**src/rtl/nibble_alu_seq_pkg.sv**
```systemverilog
// nibble_alu_seq_pkg
//   Shared definitions for the nibble-serial ALU sequencer: operation codes,
//   logic-function codes driven to the 4-bit ALU, controller state encoding
//   and the default nibble count, plus small op-decode helpers.
package nibble_alu_seq_pkg;

  localparam int P_XLEN_DEF = 32;
  localparam int P_NIB_DEF  = 4;
  localparam int C_N_NIB    = P_XLEN_DEF / P_NIB_DEF;

  typedef enum logic [2:0] {
    OP_ADD  = 3'b000,
    OP_SUB  = 3'b001,
    OP_XOR  = 3'b010,
    OP_OR   = 3'b011,
    OP_AND  = 3'b100,
    OP_SLT  = 3'b101,
    OP_SLTU = 3'b110,
    OP_SEQ  = 3'b111
  } op_e;

  localparam logic [1:0] FN_XOR = 2'b00;
  localparam logic [1:0] FN_OR  = 2'b10;
  localparam logic [1:0] FN_AND = 2'b11;

  typedef enum logic [1:0] {
    ST_IDLE = 2'b00,
    ST_BUSY = 2'b01,
    ST_DONE = 2'b10
  } state_e;

  // Compares are computed as A-B so they can reuse the subtract carry chain.
  function automatic logic op_is_sub(op_e op);
    return op inside {OP_SUB, OP_SLT, OP_SLTU, OP_SEQ};
  endfunction

  function automatic logic op_is_logic(op_e op);
    return op inside {OP_XOR, OP_OR, OP_AND};
  endfunction

  function automatic logic [1:0] op_logic_fn(op_e op);
    case (op)
      OP_OR:   return FN_OR;
      OP_AND:  return FN_AND;
      default: return FN_XOR;
    endcase
  endfunction

endpackage

```
**src/rtl/nibble_alu_seq_ctrl.sv**
```systemverilog
// nibble_alu_seq_ctrl
//   IDLE/BUSY/DONE sequencing FSM with the per-operation nibble counter.
//   Ports:
//     clk, rst_n        clock, asynchronous active-low reset
//     req_val_i         request valid (only looked at in IDLE)
//     resp_rdy_i        response accepted (only looked at in DONE)
//     idle_o            in IDLE (doubles as request ready)
//     busy_o            in BUSY, a nibble is consumed on every edge
//     done_o            in DONE (response valid)
//     first_nib_o       BUSY and working on the least significant nibble
//     last_nib_o        BUSY and working on the most significant nibble
module nibble_alu_seq_ctrl
  import nibble_alu_seq_pkg::*;
#(
  parameter int P_N_NIB = C_N_NIB
) (
  input  logic clk,
  input  logic rst_n,
  input  logic req_val_i,
  input  logic resp_rdy_i,
  output logic idle_o,
  output logic busy_o,
  output logic done_o,
  output logic first_nib_o,
  output logic last_nib_o
);

  localparam int CW = (P_N_NIB > 1) ? $clog2(P_N_NIB) : 1;

  state_e        state_q, state_d;
  logic [CW-1:0] cnt_q, cnt_d;
  logic          cnt_last;

  assign cnt_last = (cnt_q == CW'(P_N_NIB - 1));

  always_ff @(posedge clk or negedge rst_n) begin
    if (!rst_n) begin
      state_q <= ST_IDLE;
      cnt_q   <= '0;
    end else begin
      state_q <= state_d;
      cnt_q   <= cnt_d;
    end
  end

  always_comb begin
    state_d = state_q;
    cnt_d   = cnt_q;
    case (state_q)
      ST_IDLE: begin
        if (req_val_i) begin
          state_d = ST_BUSY;
          cnt_d   = '0;
        end
      end
      ST_BUSY: begin
        if (cnt_last) begin
          state_d = ST_DONE;
          cnt_d   = '0;
        end else begin
          cnt_d = cnt_q + 1'b1;
        end
      end
      ST_DONE: begin
        if (resp_rdy_i) state_d = ST_IDLE;
      end
      default: begin
        state_d = ST_IDLE;
        cnt_d   = '0;
      end
    endcase
  end

  assign idle_o      = (state_q == ST_IDLE);
  assign busy_o      = (state_q == ST_BUSY);
  assign done_o      = (state_q == ST_DONE);
  assign first_nib_o = busy_o && (cnt_q == '0);
  assign last_nib_o  = busy_o && cnt_last;

endmodule

```
**src/rtl/nibble_alu_seq.sv**
```systemverilog
// nibble_alu_seq
//   Feeds one XLEN-bit operation LSB-first, one nibble per cycle, into an
//   external nibble-wide ALU, threads the carry between nibbles, assembles
//   the result and derives SLT/SLTU/SEQ, then returns it over val/rdy.
//   Ports:
//     clk, rst_n                          clock, asynchronous active-low reset
//     req_val_i/req_rdy_o                 request handshake
//     req_op_i, req_a_i, req_b_i          operation and operands
//     alu_in_a_o/alu_in_b_o/alu_in_c_o    nibble operands and carry-in to ALU
//     alu_addsub_fn_o, alu_logic_fn_o     ALU function selects
//     alu_sum_i/alu_carry_i/alu_neq_i/alu_fn_i   ALU results for the nibble
//     resp_val_o/resp_rdy_i               response handshake
//     resp_data_o, resp_carry_o, resp_neq_o      result, final carry, A!=B
module nibble_alu_seq
  import nibble_alu_seq_pkg::*;
#(
  parameter int P_XLEN = P_XLEN_DEF,
  parameter int P_NIB  = P_NIB_DEF
) (
  input  logic              clk,
  input  logic              rst_n,
  input  logic              req_val_i,
  output logic              req_rdy_o,
  input  logic [2:0]        req_op_i,
  input  logic [P_XLEN-1:0] req_a_i,
  input  logic [P_XLEN-1:0] req_b_i,
  output logic [P_NIB-1:0]  alu_in_a_o,
  output logic [P_NIB-1:0]  alu_in_b_o,
  output logic              alu_in_c_o,
  output logic              alu_addsub_fn_o,
  output logic [1:0]        alu_logic_fn_o,
  input  logic [P_NIB-1:0]  alu_sum_i,
  input  logic              alu_carry_i,
  input  logic              alu_neq_i,
  input  logic [P_NIB-1:0]  alu_fn_i,
  output logic              resp_val_o,
  input  logic              resp_rdy_i,
  output logic [P_XLEN-1:0] resp_data_o,
  output logic              resp_carry_o,
  output logic              resp_neq_o
);

  localparam int C_NNIB = P_XLEN / P_NIB;
  localparam int C_RW   = P_XLEN - P_NIB;

  logic idle, busy, done, first_nib, last_nib, accept;

  nibble_alu_seq_ctrl #(.P_N_NIB(C_NNIB)) u_ctrl (
    .clk         (clk),
    .rst_n       (rst_n),
    .req_val_i   (req_val_i),
    .resp_rdy_i  (resp_rdy_i),
    .idle_o      (idle),
    .busy_o      (busy),
    .done_o      (done),
    .first_nib_o (first_nib),
    .last_nib_o  (last_nib)
  );

  assign accept = idle && req_val_i;

  op_e              op_q;
  logic [P_XLEN-1:0] a_q, b_q;
  // Only the nibbles already produced are kept; the one in flight comes
  // straight from the ALU, so the top nibble needs no storage.
  logic [C_RW-1:0]   res_q;
  logic              carry_q, neq_q;
  logic [P_XLEN-1:0] resp_data_q;
  logic              resp_carry_q, resp_neq_q;

  logic [P_NIB-1:0]  new_nib;
  logic [P_XLEN-1:0] fin_data;
  logic              fin_neq, fin_carry, sign_a, sign_b;

  always_comb begin
    new_nib   = op_is_logic(op_q) ? alu_fn_i : alu_sum_i;
    fin_neq   = neq_q | alu_neq_i;
    fin_carry = op_is_logic(op_q) ? 1'b0 : alu_carry_i;
    // On the last nibble the low nibble of each shifted operand holds the
    // original top nibble, so its MSB is the operand sign.
    sign_a    = a_q[P_NIB-1];
    sign_b    = b_q[P_NIB-1];
    case (op_q)
      OP_SLTU: fin_data = {{(P_XLEN-1){1'b0}}, ~alu_carry_i};
      OP_SLT:  fin_data = {{(P_XLEN-1){1'b0}}, (sign_a != sign_b) ? sign_a : ~alu_carry_i};
      OP_SEQ:  fin_data = {{(P_XLEN-1){1'b0}}, ~fin_neq};
      default: fin_data = {new_nib, res_q};
    endcase
  end

  always_ff @(posedge clk or negedge rst_n) begin
    if (!rst_n) begin
      op_q         <= OP_ADD;
      a_q          <= '0;
      b_q          <= '0;
      res_q        <= '0;
      carry_q      <= 1'b0;
      neq_q        <= 1'b0;
      resp_data_q  <= '0;
      resp_carry_q <= 1'b0;
      resp_neq_q   <= 1'b0;
    end else if (accept) begin
      op_q    <= op_e'(req_op_i);
      a_q     <= req_a_i;
      b_q     <= req_b_i;
      res_q   <= '0;
      carry_q <= 1'b0;
      neq_q   <= 1'b0;
    end else if (busy) begin
      a_q     <= a_q >> P_NIB;
      b_q     <= b_q >> P_NIB;
      res_q   <= {new_nib, res_q[C_RW-1:P_NIB]};
      carry_q <= alu_carry_i;
      neq_q   <= fin_neq;
      // Response registers change only here so they hold across IDLE/BUSY.
      if (last_nib) begin
        resp_data_q  <= fin_data;
        resp_carry_q <= fin_carry;
        resp_neq_q   <= fin_neq;
      end
    end
  end

  assign req_rdy_o       = idle;
  assign alu_in_a_o      = busy ? a_q[P_NIB-1:0] : '0;
  assign alu_in_b_o      = busy ? b_q[P_NIB-1:0] : '0;
  assign alu_addsub_fn_o = busy && op_is_sub(op_q);
  // Subtract is A + ~B + 1: the +1 enters as carry-in of the first nibble.
  assign alu_in_c_o      = busy && (first_nib ? op_is_sub(op_q) : carry_q);
  assign alu_logic_fn_o  = busy ? op_logic_fn(op_q) : 2'b00;

  assign resp_val_o   = done;
  assign resp_data_o  = resp_data_q;
  assign resp_carry_o = resp_carry_q;
  assign resp_neq_o   = resp_neq_q;

endmodule

```
**config.mk**
```make
export PLATFORM = sky130hd
export DESIGN_NAME = nibble_alu_seq
export DESIGN_NICKNAME = d
export VERILOG_FILES = /design/src/rtl/nibble_alu_seq_pkg.sv /design/src/rtl/nibble_alu_seq_ctrl.sv /design/src/rtl/nibble_alu_seq.sv
export SDC_FILE = /design/constraint.sdc
export NUM_CORES = 1
export LEC_CHECK = 0
export CAP_MARGIN = 20
export CORE_MARGIN = 8
export CORE_UTILIZATION = 54
export DETAILED_ROUTE_END_ITERATION = 6
export PLACE_DENSITY = 0.83
export SLEW_MARGIN = 20
export SYNTH_ARGS = -nofsm -noshare
export SYNTH_HDL_FRONTEND = slang
export SYNTH_SLANG_ARGS = --single-unit
```
**constraint.sdc**
```tcl
create_clock -name clk -period 2.6 [get_ports clk]
set_input_delay 0.26 -clock clk [delete_from_list [all_inputs] [get_ports clk]]
set_output_delay 0.26 -clock clk [all_outputs]
set_load 0.05 [all_outputs]
```
==> results.json, run 1 <==
{
  "max-slew-margin-rel": 0.471,
  "io_buffers": 128,
  "hold_depth": 3,
  "slew_violations": 0,
  "leakage_nw": 3.54,
  "fin_crit_ns": 2.46,
  "cp-start-kind": "flop",
  "place_hpwl_mm": 9.52,
  "tightest_slew_ns": 0.793,
  "die_area_mm2": 0.0140,
  "boundaryPins": 129,
  "grt_first_pass_wirelength_mm": 23.6,
  "fin_skew_ns": 0.00646,
  "yosys_warnings": 0,
  "yosys_register_bits": 136,
  "ctsRootBufferMaster": "clkbuf_8",
  "tns_ns": 0,
  "syn-cell-area_mm2": 0.00567,
  "place.gp.congestion": 0.796,
  "yosysSeqAreaShare": 0.600,
  "grt_setup_unrepaired": "false",
  "rows": 37,
  "vdd_drop_max_mv": 0.684,
  "grt_max_degree": 90,
  "htree_levels": 4,
  "synthMuxAreaShare": 0.0130,
  "whs_ns": 0.295,
  "hold_end": "a_q[31]",
  "setup_violations": 0,
  "final_common_cell": "nand2_1",
  "syn_to_final_growth_pct": 35.7,
  "grt_use_total": 0.206,
  "r2r-start": "u_ctrl.state_q[0]",
  "synth_nets": 641,
  "grt.overflow.total": 0,
  "diodes": 0,
  "vias_per_cell": 5.54,
  "fin_crit_sh": 0.947,
  "path_clk_slew_ns": 0.06,
  "synthSimpleGateAreaFrac": 0.158,
  "maxCapViolations": 0,
  "r2r_cells": 5,
  "initial_core_util": 0.552,
  "hold_viol_final": 0,
  "drtIter0Drc": 290,
  "dp_slack_ns": 0.678,
  "dr.pass1.iters": 5,
  "cts_buffers": 17,
  "synth_xor_area_frac": 0,
  "min_from": "req_a_i[31]",
  "clock_path_buffers": 2,
  "holdCritPathClass": "input pin to flop",
  "powerDensity_mw_per_mm2": 1370,
  "grt_pass1_vias": 4736,
  "r2r-end": "b_q[12]",
  "syn_avg_cell_area_um2": 10.2,
  "worst_slack_ns": 0.138,
  "synthDistinctLibCells": 31,
  "ant_nets": 0,
  "drcViolationCount": 0,
  "synth-adder-area-share": 0.00662,
  "worstSetupPathType": "flop to output pin",
  "wirelength_mm": 14.0,
  "synth_top_family_by_area": "compound AO/OA/AOI/OAI gates",
  "core_area_mm2": 0.0103,
  "cp-startpoint": "u_ctrl.state_q[0]",
  "syn_inst": 557,
  "cp-end-kind": "output pin",
  "final_cell_mix": "nand2_1 (193), dfrtp_1 (136), clkdlybuf4s50_1 (115)",
  "fill_cells": 713,
  "cts.sinks": 136,
  "cts-resized-gates": 0,
  "required_ns": 2.34,
  "status": "completed",
  "max_freq_mhz": 406,
  "clk_latency_ns": 0.51,
  "r2r_slack_ns": 0.75,
  "num_vias": 4568,
  "die_h_um": 118,
  "final_layout_size_suffix_gt1_frac": 0.0972,
  "cts_tree": "built",
  "crit_path_max_fanout": 18,
  "synth_compound_area_frac": 0.179,
  "antenna_found_initial": 0,
  "nNetsFinal": 760,
  "die_width_um": 118,
  "wire_per_inst_um": 17.0,
  "crit_arrival_ns": 2.20
}
-- metrics by stage --
step / util / total power, W / area (um^2) / std cells
5_1_grt: 0.749 / 0.0111 / 7700 / 825
2_1_floorplan: - / 0.00657 / 5670 / 557
6_report: 0.749 / 0.0105 / 7700 / 825
4_1_cts: 0.749 / 0.0106 / 7700 / 825
3_3_place_gp: 0.691 / 0.00801 / 7100 / 792
3_5_place_dp: 0.691 / 0.00816 / 7100 / 792
-- cell families (layout without fill, tap and decap cells) --
group	after synthesis	count (layout)
mux	7	7
fa+ha+maj	3	3
flops	136	136
compound gates	146	146
buf+inv	45	177
simple gates	220	220
-- where the power goes --
| part | internal (W) | leakage (nW) | switching (W) | total [W] |
|---|---|---|---|---|
| registers | 0.00302 | 1.74 | 0.000629 | 0.00365 |
| logic | 0.00174 | 1.52 | 0.00279 | 0.00452 |
| clock network | 0.00139 | 0.286 | 0.000955 | 0.00234 |
-- Yosys cell counts --
cell type | instances | share of area
a21boi_0 | 1 | 0.0013
a21oi_1 | 8 | 0.0071
a21oi_2 | 1 | 0.0015
a221oi_2 | 1 | 0.0026
a22o_1 | 28 | 0.043
a22oi_1 | 56 | 0.074
a311oi_1 | 2 | 0.0031
and2_1 | 8 | 0.0088
and3_4 | 1 | 0.0020
buf_2 | 27 | 0.024
buf_4 | 2 | 0.0026
buf_6 | 5 | 0.0099
clkbuf_1 | 6 | 0.0040
dfrtp_1 | 136 | 0.60
ha_1 | 3 | 0.0066
inv_1 | 5 | 0.0033
mux2_2 | 3 | 0.0060
mux2i_1 | 4 | 0.0071
nand2_1 | 193 | 0.13
nand2_2 | 2 | 0.0022
nand3_1 | 2 | 0.0018
nand3b_1 | 1 | 0.0013
nor2_1 | 8 | 0.0053
nor2_2 | 1 | 0.0011
nor2b_1 | 2 | 0.0022
nor2b_4 | 1 | 0.0024
nor3b_4 | 1 | 0.0033
o21ai_0 | 35 | 0.031
o21ai_1 | 6 | 0.0053
o22ai_1 | 5 | 0.0055
o31ai_1 | 3 | 0.0040
-- how the worst max path moves through the flow --
| stage | cells past startpoint | to |
|---|---|---|
| after detailed placement | 4 | alu_in_a_o[2] |
| after global routing | 4 | alu_in_a_o[2] |
| after CTS | 4 | alu_in_a_o[2] |
| after floorplan | 4 | alu_in_c_o |
| after global placement | 4 | alu_in_a_o[2] |
| final | 4 | alu_in_a_o[2] |
-- metal layers --
metal | wire (um) | share of wire | vias to the layer above | global-route usage
met5 | 0 | 0 | - | 0
met4 | 99 | 0.0071 | 0 | 0.0561
met3 | 1030 | 0.073 | 9 | 0.0643
met2 | 6980 | 0.50 | 182 | 0.339
met1 | 5900 | 0.42 | 2220 | 0.258
li1 | - | - | 2157 | -
-- critical path: stages (launching register included) --
cell and delay [ns]:
dfrtp_1 0.58, nor2b_4 0.49, buf_4 0.24, and2_1 0.21, buf_12 0.16
-- sequential cells by signal, summed over array words and instances (netlist names) --
name            cells
res_q              28
resp_neq_o          1
resp_data_o        32
neq_q               1
a_q                32
u_ctrl.state_q      2
op_q                3
resp_carry_o        1
b_q                32
carry_q             1
u_ctrl.cnt_q        3
-- repair_timing --
action                    in CTS  in global routing
buffers inserted               0                  0
hold endpoints to repair      88                  0
hold buffers                   1                  0
-- final cells by class --
type / instances / area, um^2 / area share
sequential: 136 / 3400 / 0.442
multi-input combinational: 376 / 2030 / 0.263
clock buffer: 17 / 414 / 0.0538
tap: 136 / 170 / 0.0221
clock inverter: 15 / 168 / 0.0218
timing repair buffer: 140 / 1500 / 0.194
inverter: 5 / 18.8 / 0.00244
Note: power is estimated with default switching activity, not from simulation.
==> run 2, diff against run 1 <==
--- a/config.mk
+++ b/config.mk
@@ -6,6 +6,7 @@
 export NUM_CORES = 1
 export LEC_CHECK = 0
 export CAP_MARGIN = 20
+export CORE_ASPECT_RATIO = 0.8
 export CORE_MARGIN = 8
 export CORE_UTILIZATION = 54
 export DETAILED_ROUTE_END_ITERATION = 6
==> results.json, run 2 (synthesized netlist as in run 1, its figures left out) <==
{
  "status": "completed",
  "nNetsFinal": 758,
  "clk_latency_ns": 0.41,
  "diodes": 0,
  "tightest_slew_ns": 0.716,
  "core_area_mm2": 0.0102,
  "whs_ns": 0.304,
  "fin_skew_ns": 0.0107,
  "initial_core_util": 0.554,
  "grt_pass1_vias": 4735,
  "setup_violations": 0,
  "place_area_mm2": 0.00711,
  "cp-end-kind": "output pin",
  "worstSetupPathType": "flop to output pin",
  "hold_viol_final": 0,
  "vias_per_cell": 5.57,
  "power_switching_w": 0.00433,
  "grt_setup_unrepaired": "false",
  "wirelength_mm": 14.8,
  "final_cell_mix": "nand2_1 (193), dfrtp_1 (136), clkdlybuf4s50_1 (115)",
  "p_int_w": 0.00636,
  "grt.overflow.total": 0,
  "fin_crit_sh": 0.882,
  "path_clk_slew_ns": 0.06,
  "cts.sinks": 136,
  "rows": 33,
  "maxCapViolations": 0,
  "power_frac_clock": 0.232,
  "syn_to_final_growth_pct": 36.2,
  "max_freq_mhz": 436,
  "num_vias": 4607,
  "fin_crit_ns": 2.29,
  "ctsRootBufferMaster": "clkbuf_16",
  "crit_arrival_ns": 2.03,
  "ant_nets": 0,
  "drtIter0Drc": 460,
  "drcViolationCount": 0,
  "antenna_found_initial": 0,
  "required_ns": 2.34,
  "tns_ns": 0,
  "final_area_mm2": 0.00773,
  "boundaryPins": 129,
  "slew_violations": 0,
  "htree_levels": 4,
  "final_layout_size_suffix_gt1_frac": 0.0917,
  "cts_buffers": 17,
  "p_sw_frac": 0.405,
  "fill_cells": 721,
  "holdCritPathClass": "input pin to async pin",
  "die_area_mm2": 0.0141,
  "grt_first_pass_wirelength_mm": 24.1,
  "cp-start-kind": "flop",
  "grt_max_degree": 75,
  "multi_input_area_mm2": 0.00203,
  "cts-resized-gates": 0,
  "max-slew-margin-rel": 0.521,
  "crit_path_max_fanout": 33,
  "powerDensity_mw_per_mm2": 1380,
  "grt_use_total": 0.218,
  "vdd_drop_max_mv": 1.07,
  "wire_per_inst_um": 17.9,
  "die_width_um": 131,
  "p_total_w": 0.0107,
  "place_hpwl_mm": 9.95,
  "leakage_nw": 3.54,
  "seq_area_mm2": 0.00340,
  "io_buffers": 128,
  "die_h_um": 108,
  "seq_power_share": 0.342,
  "combPwrFrac": 0.427,
  "clock_path_buffers": 2,
  "final_common_cell": "nand2_1",
  "cts_tree": "built",
  "place.gp.congestion": 0.837,
  "dr.pass1.iters": 5
}
## run 2: changes by cell type in the layout (fill, tap and decap cells not counted), sizes merged
cell | before | now
clkinvlp | 1 | 4
clkinv | 6 | 5
buf | 24 | 22
bufinv | 2 | 4
clkbuf | 17 | 19
inv | 11 | 5
## run 2: timing repair
action	in CTS	in global routing
endpoints found under the setup margin	0	0
buffers inserted	0	0
hold endpoints to repair	34	0
hold buffers	1	0
## run 2: critical path, stage by stage (launching register included)
cell and delay [ns]:
dfrtp_1 0.56, nor2b_4 0.27, buf_4 0.36, and2_1 0.21, buf_4 0.20
## run 2: per-stage QoR
| step | util | cells | setup WS [ns] |
|---|---|---|---|
| 2_1_floorplan | - | 557 | 0.225 |
| 5_1_grt | 0.755 | 827 | 0.220 |
| 4_1_cts | 0.755 | 827 | 0.301 |
| 3_3_place_gp | 0.694 | 794 | 0.712 |
| 3_5_place_dp | 0.694 | 794 | 0.637 |
| 6_report | 0.755 | 827 | 0.306 |
## run 2: layer usage
metal	wire length (um)	up-vias	global-route usage
li1	-	2148	-
met5	0	-	0
met4	161	0	0.0670
met2	7580	130	0.360
met3	783	15	0.0540
met1	6240	2314	0.278
## run 2: cell type report
cell class                      count  area share
Timing Repair Buffer              138       0.193
Multi-Input combinational cell    376       0.262
Tap cell                          140      0.0227
Clock inverter                     13      0.0232
Clock buffer                       19      0.0560
Sequential cell                   136       0.440
Inverter                            5     0.00243
## run 2: worst paths after layout
path / end / cells past startpoint / slack, ns / startpoint
setup / recovery: alu_in_b_o[3] / 4 / 0.31 / u_ctrl.state_q[0]
hold / removal: res_q[27] / 2 / 0.30 / rst_n
setup reg to reg: resp_data_o[12] / 4 / 0.66 / u_ctrl.state_q[0]
hold reg to reg: a_q[0] / 2 / 0.47 / a_q[0]
max in group asynchronous: a_q[3] / 3 / 1.58 / rst_n
min in group clk: a_q[29] / 3 / 0.39 / req_a_i[29]
## run 2: power by group through the flow
stage	sequential [W]	clock, W	combinational, W
6_report	0.00365	0.00248	0.00456
4_1_cts	0.00365	0.00250	0.00459
2_1_floorplan	0.00418	0	0.00239
3_5_place_dp	0.00366	0	0.00455
5_1_grt	0.00376	0.00260	0.00491
3_3_place_gp	0.00362	0	0.00440
==> run 3, diff against run 2 <==
--- a/config.mk
+++ b/config.mk
@@ -8,9 +8,9 @@
 export CAP_MARGIN = 20
 export CORE_ASPECT_RATIO = 0.8
 export CORE_MARGIN = 8
-export CORE_UTILIZATION = 54
+export CORE_UTILIZATION = 50
 export DETAILED_ROUTE_END_ITERATION = 6
-export PLACE_DENSITY = 0.83
+export PLACE_DENSITY = 0.78
 export SLEW_MARGIN = 20
 export SYNTH_ARGS = -nofsm -noshare
 export SYNTH_HDL_FRONTEND = slang
==> constraint.sdc (replaced) <==
create_clock -name clk -period 2.4 [get_ports clk]
set_input_delay 0.24 -clock clk [delete_from_list [all_inputs] [get_ports clk]]
set_output_delay 0.24 -clock clk [all_outputs]
set_load 0.05 [all_outputs]
==> results.json, run 3 (synthesized netlist as in run 1, its figures left out) <==
{
  "final_layout_size_suffix_gt1_frac": 0.110,
  "holdCritPathClass": "input pin to async pin",
  "core_area_mm2": 0.0110,
  "fin_crit_ns": 2.26,
  "initial_core_util": 0.517,
  "fin_skew_ns": 0.00850,
  "grt_first_pass_wirelength_mm": 24.5,
  "worstSetupPathType": "flop to output pin",
  "final_cell_mix": "nand2_1 (193), dfrtp_1 (136), clkdlybuf4s50_1 (115)",
  "grt_max_degree": 55,
  "boundaryPins": 129,
  "diodes": 0,
  "place.gp.congestion": 0.793,
  "antenna_found_initial": 0,
  "seq_area_mm2": 0.00340,
  "cts.sinks": 136,
  "final_common_cell": "nand2_1",
  "die_width_um": 135,
  "whs_ns": 0.343,
  "cts-resized-gates": 0,
  "tns_ns": 0,
  "ant_nets": 0,
  "powerDensity_mw_per_mm2": 1530,
  "num_vias": 4623,
  "maxCapViolations": 0,
  "grt_pass1_vias": 4751,
  "vdd_drop_max_mv": 1.11,
  "cp-end-kind": "output pin",
  "io_buffers": 128,
  "wire_per_inst_um": 17.9,
  "dr.pass1.iters": 5,
  "drtIter0Drc": 392,
  "ctsRootBufferMaster": "clkbuf_16",
  "htree_levels": 4,
  "p_total_w": 0.0121,
  "max-slew-margin-rel": 0.620,
  "die_h_um": 111,
  "die_area_mm2": 0.0150,
  "grt.overflow.total": 0,
  "syn_to_final_growth_pct": 39.9,
  "required_ns": 2.16,
  "grt_setup_unrepaired": "false",
  "fin_crit_sh": 0.940,
  "nNetsFinal": 770,
  "path_clk_slew_ns": 0.06,
  "wirelength_mm": 15.1,
  "rows": 34,
  "slew_violations": 0,
  "cp-start-kind": "flop",
  "setup_violations": 0,
  "multi_input_area_mm2": 0.00203,
  "crit_path_max_fanout": 30,
  "hold_viol_final": 0,
  "clk_latency_ns": 0.41,
  "crit_arrival_ns": 2.02,
  "place_hpwl_mm": 10.1,
  "grt_use_total": 0.205,
  "fill_cells": 815,
  "leakage_nw": 3.64,
  "cts_buffers": 17,
  "cts_tree": "built",
  "status": "completed",
  "drcViolationCount": 0,
  "tightest_slew_ns": 0.566,
  "clock_path_buffers": 2,
  "vias_per_cell": 5.48,
  "max_freq_mhz": 443
}
[run 3: cell count changes in the layout (fill, tap and decap cells not counted), moves of 2 or more]
cell,delta
buf_12,+2
buf_4,+10
bufinv_16,+3
clkbuf_1,-2
clkinv_2,-3
clkinv_4,+2
[run 3: routing by layer]
| metal | GRT usage | routed length [um] |
|---|---|---|
| met5 | 0 | 0 |
| met4 | 0.0739 | 233 |
| met3 | 0.0534 | 814 |
| met2 | 0.326 | 7520 |
| met1 | 0.263 | 6510 |
[run 3: worst max-delay path, stage by stage (launching register included)]
cell     delay (ns)
dfrtp_1        0.45
inv_1          0.19
nand2_2        0.16
buf_4          0.29
nor2_1         0.32
buf_12         0.18
[run 3: stage by stage]
stage | util | cells | cell area [um^2] | setup slack (ns)
6_report | 0.723 | 843 | 7940 | 0.143
3_3_place_gp | 0.654 | 803 | 7170 | 0.511
4_1_cts | 0.718 | 836 | 7880 | 0.0324
3_5_place_dp | 0.654 | 803 | 7170 | 0.415
5_1_grt | 0.723 | 843 | 7940 | 0.0376
2_1_floorplan | - | 557 | 5670 | 0.0454
[run 3: worst paths after layout]
kind / slack, ns / to / cells past startpoint / start
setup / recovery: 0.14 / alu_logic_fn_o[0] / 5 / u_ctrl.state_q[1]
hold / removal: 0.34 / resp_data_o[27] / 2 / rst_n
setup reg to reg: 0.56 / resp_data_o[9] / 5 / u_ctrl.state_q[0]
hold reg to reg: 0.47 / b_q[1] / 2 / b_q[1]
max in group asynchronous: 1.35 / b_q[30] / 3 / rst_n
min in group clk: 0.38 / a_q[28] / 3 / req_a_i[28]
[run 3: power by group]
part	leakage (nW)	switching, W	internal, W	total [W]
clock	0.330	0.000998	0.00206	0.00306
combinational	1.57	0.00308	0.00203	0.00512
sequential	1.74	0.000701	0.00327	0.00397
[run 3: final cells by class]
class / instances / share of cell area
Multi-Input combinational cell: 376 / 0.255
Clock inverter: 15 / 0.0344
Sequential cell: 136 / 0.429
Tap cell: 144 / 0.0227
Timing Repair Buffer: 150 / 0.203
Inverter: 5 / 0.00237
Clock buffer: 17 / 0.0536
[run 3: what timing repair did]
action,in CTS,in global routing
setup buffers,0,7
setup endpoints to repair,0,6
endpoints found under the hold margin,51,0
hold buffers,1,0
